<file path="src/rtl/fp_add_normalize_if.sv">
// Handshake and operand/result bundle for the FP add normalize/round stage.
// master drives operands and out_ready; slave is the normalize stage itself.
interface fp_add_normalize_if #(
  parameter int unsigned EXP_W  = 8,
  parameter int unsigned MANT_W = 23
);
  logic                    in_valid;
  logic                    in_ready;
  logic                    sign_a;
  logic                    sign_b;
  logic [EXP_W-1:0]        exponent_in;
  logic [MANT_W:0]         aligned_mantissa_a;
  logic [MANT_W:0]         aligned_mantissa_b;
  logic                    guard_in;
  logic                    round_in;
  logic                    sticky_in;
  logic                    out_valid;
  logic                    out_ready;
  logic [EXP_W+MANT_W:0]   result;
  logic                    overflow;
  logic                    underflow;

  modport master (
    output in_valid, sign_a, sign_b, exponent_in,
    output aligned_mantissa_a, aligned_mantissa_b,
    output guard_in, round_in, sticky_in, out_ready,
    input  in_ready, out_valid, result, overflow, underflow
  );

  modport slave (
    input  in_valid, sign_a, sign_b, exponent_in,
    input  aligned_mantissa_a, aligned_mantissa_b,
    input  guard_in, round_in, sticky_in, out_ready,
    output in_ready, out_valid, result, overflow, underflow
  );
endinterface

</file>
<file path="src/rtl/fp_add_normalize.sv">
// Add/subtract, normalize and RNE-round stage of the single-precision FP adder.
// Define FP_FAST_NORM_EN for a one-cycle LZC + barrel-shift normalize (same results).
module fp_add_normalize #(
  parameter int unsigned EXP_W  = 8,
  parameter int unsigned MANT_W = 23
) (
  input logic               clock,
  input logic               reset,
  fp_add_normalize_if.slave bus
);
  localparam int unsigned MW = MANT_W + 1;
  localparam int unsigned DW = MW + 3;
  localparam int unsigned XW = EXP_W + 1;
  localparam logic [XW-1:0] EXP_MAX = {1'b0, {EXP_W{1'b1}}};

  localparam logic [2:0] S_IDLE  = 3'd0;
  localparam logic [2:0] S_ADD   = 3'd1;
  localparam logic [2:0] S_NORM  = 3'd2;
  localparam logic [2:0] S_ROUND = 3'd3;
  localparam logic [2:0] S_DONE  = 3'd4;

  logic [2:0]            state;
  logic                  sa_q, sb_q, sr_q;
  logic [MW-1:0]         ma_q, mb_q;
  logic [2:0]            grs_q;
  logic [DW-1:0]         m_q;
  logic [XW-1:0]         ex_q;
  logic [EXP_W+MANT_W:0] result_q;
  logic                  ovf_q, unf_q;

  logic                  a_ge, l_sign, eff_sub;
  logic [DW-1:0]         lx, sx, add_m;
  logic [DW:0]           sum;
  logic [XW-1:0]         add_e;

  logic                  inc, rnd_ovf;
  logic [MW:0]           rnd;
  logic [MANT_W-1:0]     rnd_frac;
  logic [XW-1:0]         rnd_e;

  assign bus.in_ready  = (state == S_IDLE);
  assign bus.out_valid = (state == S_DONE);
  assign bus.result    = result_q;
  assign bus.overflow  = ovf_q;
  assign bus.underflow = unf_q;

  // GRS always belong to the smaller operand; equal mantissas arrive with GRS=0.
  always_comb begin
    a_ge    = (ma_q >= mb_q);
    l_sign  = a_ge ? sa_q : sb_q;
    eff_sub = sa_q ^ sb_q;
    lx      = {(a_ge ? ma_q : mb_q), 3'b000};
    sx      = {(a_ge ? mb_q : ma_q), grs_q};
    sum     = eff_sub ? ({1'b0, lx} - {1'b0, sx}) : ({1'b0, lx} + {1'b0, sx});
    add_m   = sum[DW] ? {sum[DW:2], sum[1] | sum[0]} : sum[DW-1:0];
    add_e   = ex_q + XW'(sum[DW]);
  end

  always_comb begin
    inc      = m_q[2] & (m_q[3] | m_q[1] | m_q[0]);
    rnd      = {1'b0, m_q[DW-1:3]} + (MW+1)'(inc);
    rnd_frac = rnd[MW] ? rnd[MW-1:1] : rnd[MANT_W-1:0];
    rnd_e    = ex_q + XW'(rnd[MW]);
    rnd_ovf  = (rnd_e >= EXP_MAX);
  end

`ifdef FP_FAST_NORM_EN
  localparam int unsigned LZW = $clog2(DW);
  logic [LZW-1:0] lzc;

  always_comb begin
    lzc = '0;
    for (int unsigned i = 0; i < DW; i++) begin
      if (m_q[i]) lzc = LZW'(DW - 1 - i);
    end
  end
`endif

  always_ff @(posedge clock) begin
    if (reset) begin
      state    <= S_IDLE;
      result_q <= '0;
      ovf_q    <= 1'b0;
      unf_q    <= 1'b0;
    end else begin
      case (state)
        S_IDLE: begin
          if (bus.in_valid) begin
            sa_q  <= bus.sign_a;
            sb_q  <= bus.sign_b;
            ma_q  <= bus.aligned_mantissa_a;
            mb_q  <= bus.aligned_mantissa_b;
            grs_q <= {bus.guard_in, bus.round_in, bus.sticky_in};
            ex_q  <= {1'b0, bus.exponent_in};
            state <= S_ADD;
          end
        end
        S_ADD: begin
          sr_q <= l_sign;
          if (sum == '0) begin
            result_q <= '0;
            ovf_q    <= 1'b0;
            unf_q    <= 1'b0;
            state    <= S_DONE;
          end else begin
            m_q   <= add_m;
            ex_q  <= add_e;
            state <= add_m[DW-1] ? S_ROUND : S_NORM;
          end
        end
        S_NORM: begin
`ifdef FP_FAST_NORM_EN
          if (XW'(lzc) >= ex_q) begin
            result_q <= {sr_q, {(EXP_W+MANT_W){1'b0}}};
            ovf_q    <= 1'b0;
            unf_q    <= 1'b1;
            state    <= S_DONE;
          end else begin
            m_q   <= m_q << lzc;
            ex_q  <= ex_q - XW'(lzc);
            state <= S_ROUND;
          end
`else
          // Flush before the shift that would take the exponent to zero.
          if (ex_q <= XW'(1)) begin
            result_q <= {sr_q, {(EXP_W+MANT_W){1'b0}}};
            ovf_q    <= 1'b0;
            unf_q    <= 1'b1;
            state    <= S_DONE;
          end else begin
            m_q  <= m_q << 1;
            ex_q <= ex_q - XW'(1);
            if (m_q[DW-2]) state <= S_ROUND;
          end
`endif
        end
        S_ROUND: begin
          if (rnd_ovf) begin
            result_q <= {sr_q, {EXP_W{1'b1}}, {MANT_W{1'b0}}};
          end else begin
            result_q <= {sr_q, rnd_e[EXP_W-1:0], rnd_frac};
          end
          ovf_q <= rnd_ovf;
          unf_q <= 1'b0;
          state <= S_DONE;
        end
        S_DONE: begin
          if (bus.out_ready) state <= S_IDLE;
        end
        default: state <= S_IDLE;
      endcase
    end
  end
endmodule

</file>
<file path="src/flat_wrapper.sv">
// flat-port wrapper written by rule: the top's interface ports become plain ports
module fp_add_normalize_flat 
#(
  parameter int unsigned EXP_W  = 8,
  parameter int unsigned MANT_W = 23
)
  (clock, reset, bus_in_valid, bus_sign_a, bus_sign_b, bus_exponent_in, bus_aligned_mantissa_a, bus_aligned_mantissa_b, bus_guard_in, bus_round_in, bus_sticky_in, bus_out_ready, bus_in_ready, bus_out_valid, bus_result, bus_overflow, bus_underflow);
  fp_add_normalize_if #(.EXP_W(EXP_W), .MANT_W(MANT_W)) bus_i ();
  input logic clock;
  input logic reset;
  input wire logic [$bits(bus_i.in_valid)-1:0] bus_in_valid;
  input wire logic [$bits(bus_i.sign_a)-1:0] bus_sign_a;
  input wire logic [$bits(bus_i.sign_b)-1:0] bus_sign_b;
  input wire logic [$bits(bus_i.exponent_in)-1:0] bus_exponent_in;
  input wire logic [$bits(bus_i.aligned_mantissa_a)-1:0] bus_aligned_mantissa_a;
  input wire logic [$bits(bus_i.aligned_mantissa_b)-1:0] bus_aligned_mantissa_b;
  input wire logic [$bits(bus_i.guard_in)-1:0] bus_guard_in;
  input wire logic [$bits(bus_i.round_in)-1:0] bus_round_in;
  input wire logic [$bits(bus_i.sticky_in)-1:0] bus_sticky_in;
  input wire logic [$bits(bus_i.out_ready)-1:0] bus_out_ready;
  output wire logic [$bits(bus_i.in_ready)-1:0] bus_in_ready;
  output wire logic [$bits(bus_i.out_valid)-1:0] bus_out_valid;
  output wire logic [$bits(bus_i.result)-1:0] bus_result;
  output wire logic [$bits(bus_i.overflow)-1:0] bus_overflow;
  output wire logic [$bits(bus_i.underflow)-1:0] bus_underflow;
  assign bus_i.in_valid = bus_in_valid;
  assign bus_i.sign_a = bus_sign_a;
  assign bus_i.sign_b = bus_sign_b;
  assign bus_i.exponent_in = bus_exponent_in;
  assign bus_i.aligned_mantissa_a = bus_aligned_mantissa_a;
  assign bus_i.aligned_mantissa_b = bus_aligned_mantissa_b;
  assign bus_i.guard_in = bus_guard_in;
  assign bus_i.round_in = bus_round_in;
  assign bus_i.sticky_in = bus_sticky_in;
  assign bus_i.out_ready = bus_out_ready;
  assign bus_in_ready = bus_i.in_ready;
  assign bus_out_valid = bus_i.out_valid;
  assign bus_result = bus_i.result;
  assign bus_overflow = bus_i.overflow;
  assign bus_underflow = bus_i.underflow;
  fp_add_normalize #(.EXP_W(EXP_W), .MANT_W(MANT_W)) u_core (.clock(clock), .reset(reset), .bus(bus_i));
endmodule
</file>
<file path="config.mk">
export PLATFORM = sky130hd
export DESIGN_NAME = fp_add_normalize_flat
export DESIGN_NICKNAME = d
export VERILOG_FILES = /design/src/rtl/fp_add_normalize_if.sv /design/src/rtl/fp_add_normalize.sv /design/src/flat_wrapper.sv
export SDC_FILE = /design/constraint.sdc
export NUM_CORES = 1
export LEC_CHECK = 0
export CAP_MARGIN = 20
export CELL_PAD_IN_SITES_DETAIL_PLACEMENT = 0
export CELL_PAD_IN_SITES_GLOBAL_PLACEMENT = 1
export CORE_MARGIN = 4
export CORE_UTILIZATION = 36
export DETAILED_ROUTE_END_ITERATION = 12
export PLACE_DENSITY_LB_ADDON = 0.1
export REMOVE_ABC_BUFFERS = 1
export SETUP_SLACK_MARGIN = 0.15
export SLEW_MARGIN = 40
export SYNTH_ARGS = -nofsm -noshare
export SYNTH_HDL_FRONTEND = slang
export SYNTH_SLANG_ARGS = --single-unit
</file>
<file path="constraint.sdc">
create_clock -name clock -period 8.8 [get_ports clock]
set_clock_uncertainty 0.2 [all_clocks]
set_input_delay 1.32 -clock clock [delete_from_list [all_inputs] [get_ports clock]]
set_output_delay 1.32 -clock clock [all_outputs]
set_load 0.02 [all_outputs]
</file>
==> impl_metrics.yaml <==
critical_path:
  arrival_ns: 6.62
  worstPathRequired_ns: 8.69
  startpoint_type: "flop"
  crit_path_max_fanout: 36
  r2r_slack_ns: 2.07
  cp-end-kind: "flop"
  cp-startpoint: "u_core.ma_q[9]"
  r2r_start: "u_core.ma_q[9]"
  crit_type: "flop to flop"
global_routing:
  antenna_found_initial: 1
  grt_pass1_vias: 9294
  track_usage: 0.209
  grt_max_degree: 54
  overflow: 0
  grt_pass1_wl_mm: 52.2
power:
  p_sw_mw: 1.17
  pwr-share-comb: 0.431
  power_mw: 2.81
  leakage_nw: 4.44
  p_int_mw: 1.65
  clock_power_share: 0.259
  switching_share: 0.414
  power_frac_seq: 0.310
  vdd_ir_drop_max_mv: 0.118
  p_per_area_nw_per_um2: 226
timing:
  tns_ns: 0
  slew_violations: 0
  max_freq_ghz: 0.149
  final.setup.worst_slack_ns: 2.07
  hold_viol: 0
  post-route-min-period_ns: 6.73
  relSlewSlack: 0.476
  tightest_slew_ns: 0.766
  setup_viol: 0
  fin_crit_sh: 0.765
  holdWs_ns: 0.281
  rsz0062_at_grt: "false"
logic_synthesis:
  synthFlopType: "edfxtp_1"
  synth_edf_count: 90
  synth_warnings: 0
  synthArstFlopShare: 0
  synth.distinct_cells: 87
  synth-seq-cells: 127
  seq_area_frac_synth: 0.329
  syn_area_um2: 10500
  synth_cells: 1261
  syn_avg_cell_area_um2: 8.31
layout:
  fillCellCount: 2902
  n_antenna_cell: 0
  regArea_um2: 3440
  drive_gt1_frac: 0.0740
  multiInputGateArea_um2: 6430
  fin_cells: 1722
  area_growth_pct: 18.8
  finalNetCount: 1448
floorplanning:
  fp-row-count: 62
  die_y_um: 179
  chipWidth_um: 179
  dieArea_um2: 31900
  ios: 101
  coreArea_um2: 28700
  initial_core_util: 0.365
clock_tree:
  htreeDepth: 4
  cts_root_buffer: "clkbuf_16"
  cts_setup_buffers: 0
  clkLatencyLatePin_ns: 0.44
  clockBufferDepth: 2
  clk_pin_slew_ns: 0.07
  cts-resized-gates: 0
  cts.sinks: 127
  cts_buffers: 17
  cts_tree: "done"
  postCtsHoldBufs: 0
route:
  drtPass1Iterations: 5
  ant_nets: 0
  drtIter0Drc: 680
  viasPerCell: 5.77
  wl_per_cell_um: 19.5
  vias: 9942
  drc_errors: 0
  wirelength_mm: 33.5
place:
  placed_cells: 1690
  dp_hpwl_mm: 25.3
  numPortBuffers: 100
  gp_congestion: 0.916
  post-place-ws_ns: 2.18
outcome:
  status: "finished, final reports clean"
min_path:
  worstHoldStart: "u_core.bus.result[19]"
  hold_class: "flop to flop"
job:
  drv_cap: 0
[placed cells by master (no fill, tap or decap), types with 36 or more instances in the layout]
| master | instances |
|---|---|
| ha_1 | 57 |
| a31oi_1 | 38 |
| nor2_1 | 128 |
| edfxtp_1 | 90 |
| inv_1 | 88 |
| clkdlybuf4s50_1 | 100 |
| nand2_1 | 102 |
| o41ai_1 | 38 |
| o21ai_0 | 55 |
| nor3_1 | 36 |
| dfxtp_1 | 37 |
| nand3_1 | 46 |
| a21oi_1 | 86 |
[logic make-up (layout without fill, tap and decap cells)]
kind of cell | count (synthesis) | after routing | synth area share
adder cells (fa/ha/maj) | 58 | 58 | 0.0700
buffers and inverters | 167 | 244 | 0.0635
multiplexers | 19 | 19 | 0.0191
AND/OR/NAND/NOR | 441 | 441 | 0.205
XOR/XNOR | 50 | 50 | 0.0418
flip-flops | 127 | 127 | 0.329
AO/OA/AOI/OAI | 399 | 399 | 0.272
[synthesized netlist by cell type, drive strengths merged, types with 4 or more instances]
| cell | number | area (µm²) |
|---|---|---|
| a32oi | 13 | 114 |
| nand2 | 103 | 389 |
| or3 | 13 | 91.3 |
| inv | 88 | 330 |
| a2111oi | 8 | 71.3 |
| a211oi | 9 | 72.6 |
| edfxtp | 90 | 2700 |
| nor3 | 39 | 200 |
| nor2 | 129 | 484 |
| and2 | 10 | 62.6 |
| o21bai | 4 | 30.0 |
| a31oi | 38 | 238 |
| nor3b | 6 | 45.0 |
| mux2i | 11 | 110 |
| nand3 | 46 | 230 |
| o2111ai | 5 | 43.8 |
| a21o | 14 | 105 |
| a31o | 4 | 35.0 |
| buf | 20 | 114 |
| o32ai | 4 | 35.0 |
| o31ai | 10 | 75.1 |
| ha | 57 | 713 |
| o41ai | 38 | 333 |
| o22ai | 10 | 62.6 |
| nor2b | 23 | 144 |
| a221o | 12 | 120 |
| xnor2 | 31 | 272 |
| or4 | 4 | 30.0 |
| a21oi | 88 | 448 |
| a311oi | 5 | 62.6 |
| and3 | 13 | 81.3 |
| o221ai | 5 | 50.0 |
| nor4 | 9 | 71.3 |
| dfxtp | 37 | 741 |
| nand2b | 12 | 75.1 |
| nand4 | 21 | 138 |
| mux2 | 8 | 90.1 |
| o21ai | 63 | 315 |
| a22oi | 5 | 37.5 |
| clkbuf | 57 | 214 |
| xor2 | 19 | 166 |
| a221oi | 6 | 65.1 |
| o211ai | 13 | 103 |
| o21a | 9 | 67.6 |
[power groups by stage]
| stage | Sequential (mW) | Clock [mW] | Combinational, mW |
|---|---|---|---|
| floorplan | 0.869 | 0 | 0.804 |
| global placement | 0.881 | 0 | 1.20 |
| detailed placement | 0.884 | 0 | 1.20 |
| CTS | 0.871 | 0.742 | 1.21 |
| global route | 0.887 | 0.771 | 1.33 |
| finish | 0.872 | 0.728 | 1.21 |
[metal layers]
| layer | share of wire | up-vias | wire length (µm) | GRT usage |
|---|---|---|---|---|
| met2 | 0.47 | 292 | 15800 | 0.343 |
| met5 | 0.00039 | - | 13 | 0 |
| met1 | 0.46 | 4703 | 15300 | 0.283 |
| li1 | - | 4892 | - | - |
| met4 | 0.027 | 2 | 900 | 0.0716 |
| met3 | 0.044 | 53 | 1490 | 0.0278 |
[sequential cells by signal (all words and copies together) (netlist names)]
name / flops
u_core.sb_q: 1
u_core.ex_q: 9
u_core.bus.underflow: 1
u_core.m_q: 27
u_core.bus.result: 32
u_core.bus.overflow: 1
u_core.mb_q: 24
u_core.state: 3
u_core.sr_q: 1
u_core.ma_q: 24
u_core.grs_q: 3
u_core.sa_q: 1
[final timing paths]
| path | endpoint | cells after the start |
|---|---|---|
| hold reg to reg | u_core.bus.result[19] | 2 |
| setup / recovery | u_core.m_q[24] | 17 |
| hold / removal | u_core.bus.result[19] | 2 |
| setup reg to reg | u_core.m_q[24] | 17 |
[metrics by stage]
| stage | instance area (µm²) | util |
|---|---|---|
| 6_report | 12500 | 0.434 |
| 3_3_place_gp | 11800 | 0.412 |
| 4_1_cts | 12400 | 0.434 |
| 5_1_grt | 12500 | 0.434 |
| 3_5_place_dp | 11900 | 0.413 |
| 2_1_floorplan | 10200 | - |
[critical path, cell delays in order (launching register included)]
cell,delay [ns]
edfxtp_1,0.43
ha_1,0.70
nand2_1,0.29
or3_4,0.46
a41o_1,0.30
o211ai_2,0.23
buf_4,0.31
nand2_1,0.40
a221o_1,0.49
or3_1,0.39
and3_1,0.21
nor4_2,0.70
nor3_1,0.14
nand4b_1,0.19
nor4_4,0.08
buf_4,0.27
nor4_2,0.18
buf_4,0.37
[final cells by class]
class,instances,area share
Timing Repair Buffer,122,0.0936
Inverter,90,0.0271
Clock buffer,23,0.0419
Tap cell,384,0.0386
Clock inverter,9,0.00543
Sequential cell,127,0.277
Multi-Input combinational cell,967,0.517
(Power assumes the default switching activity.)
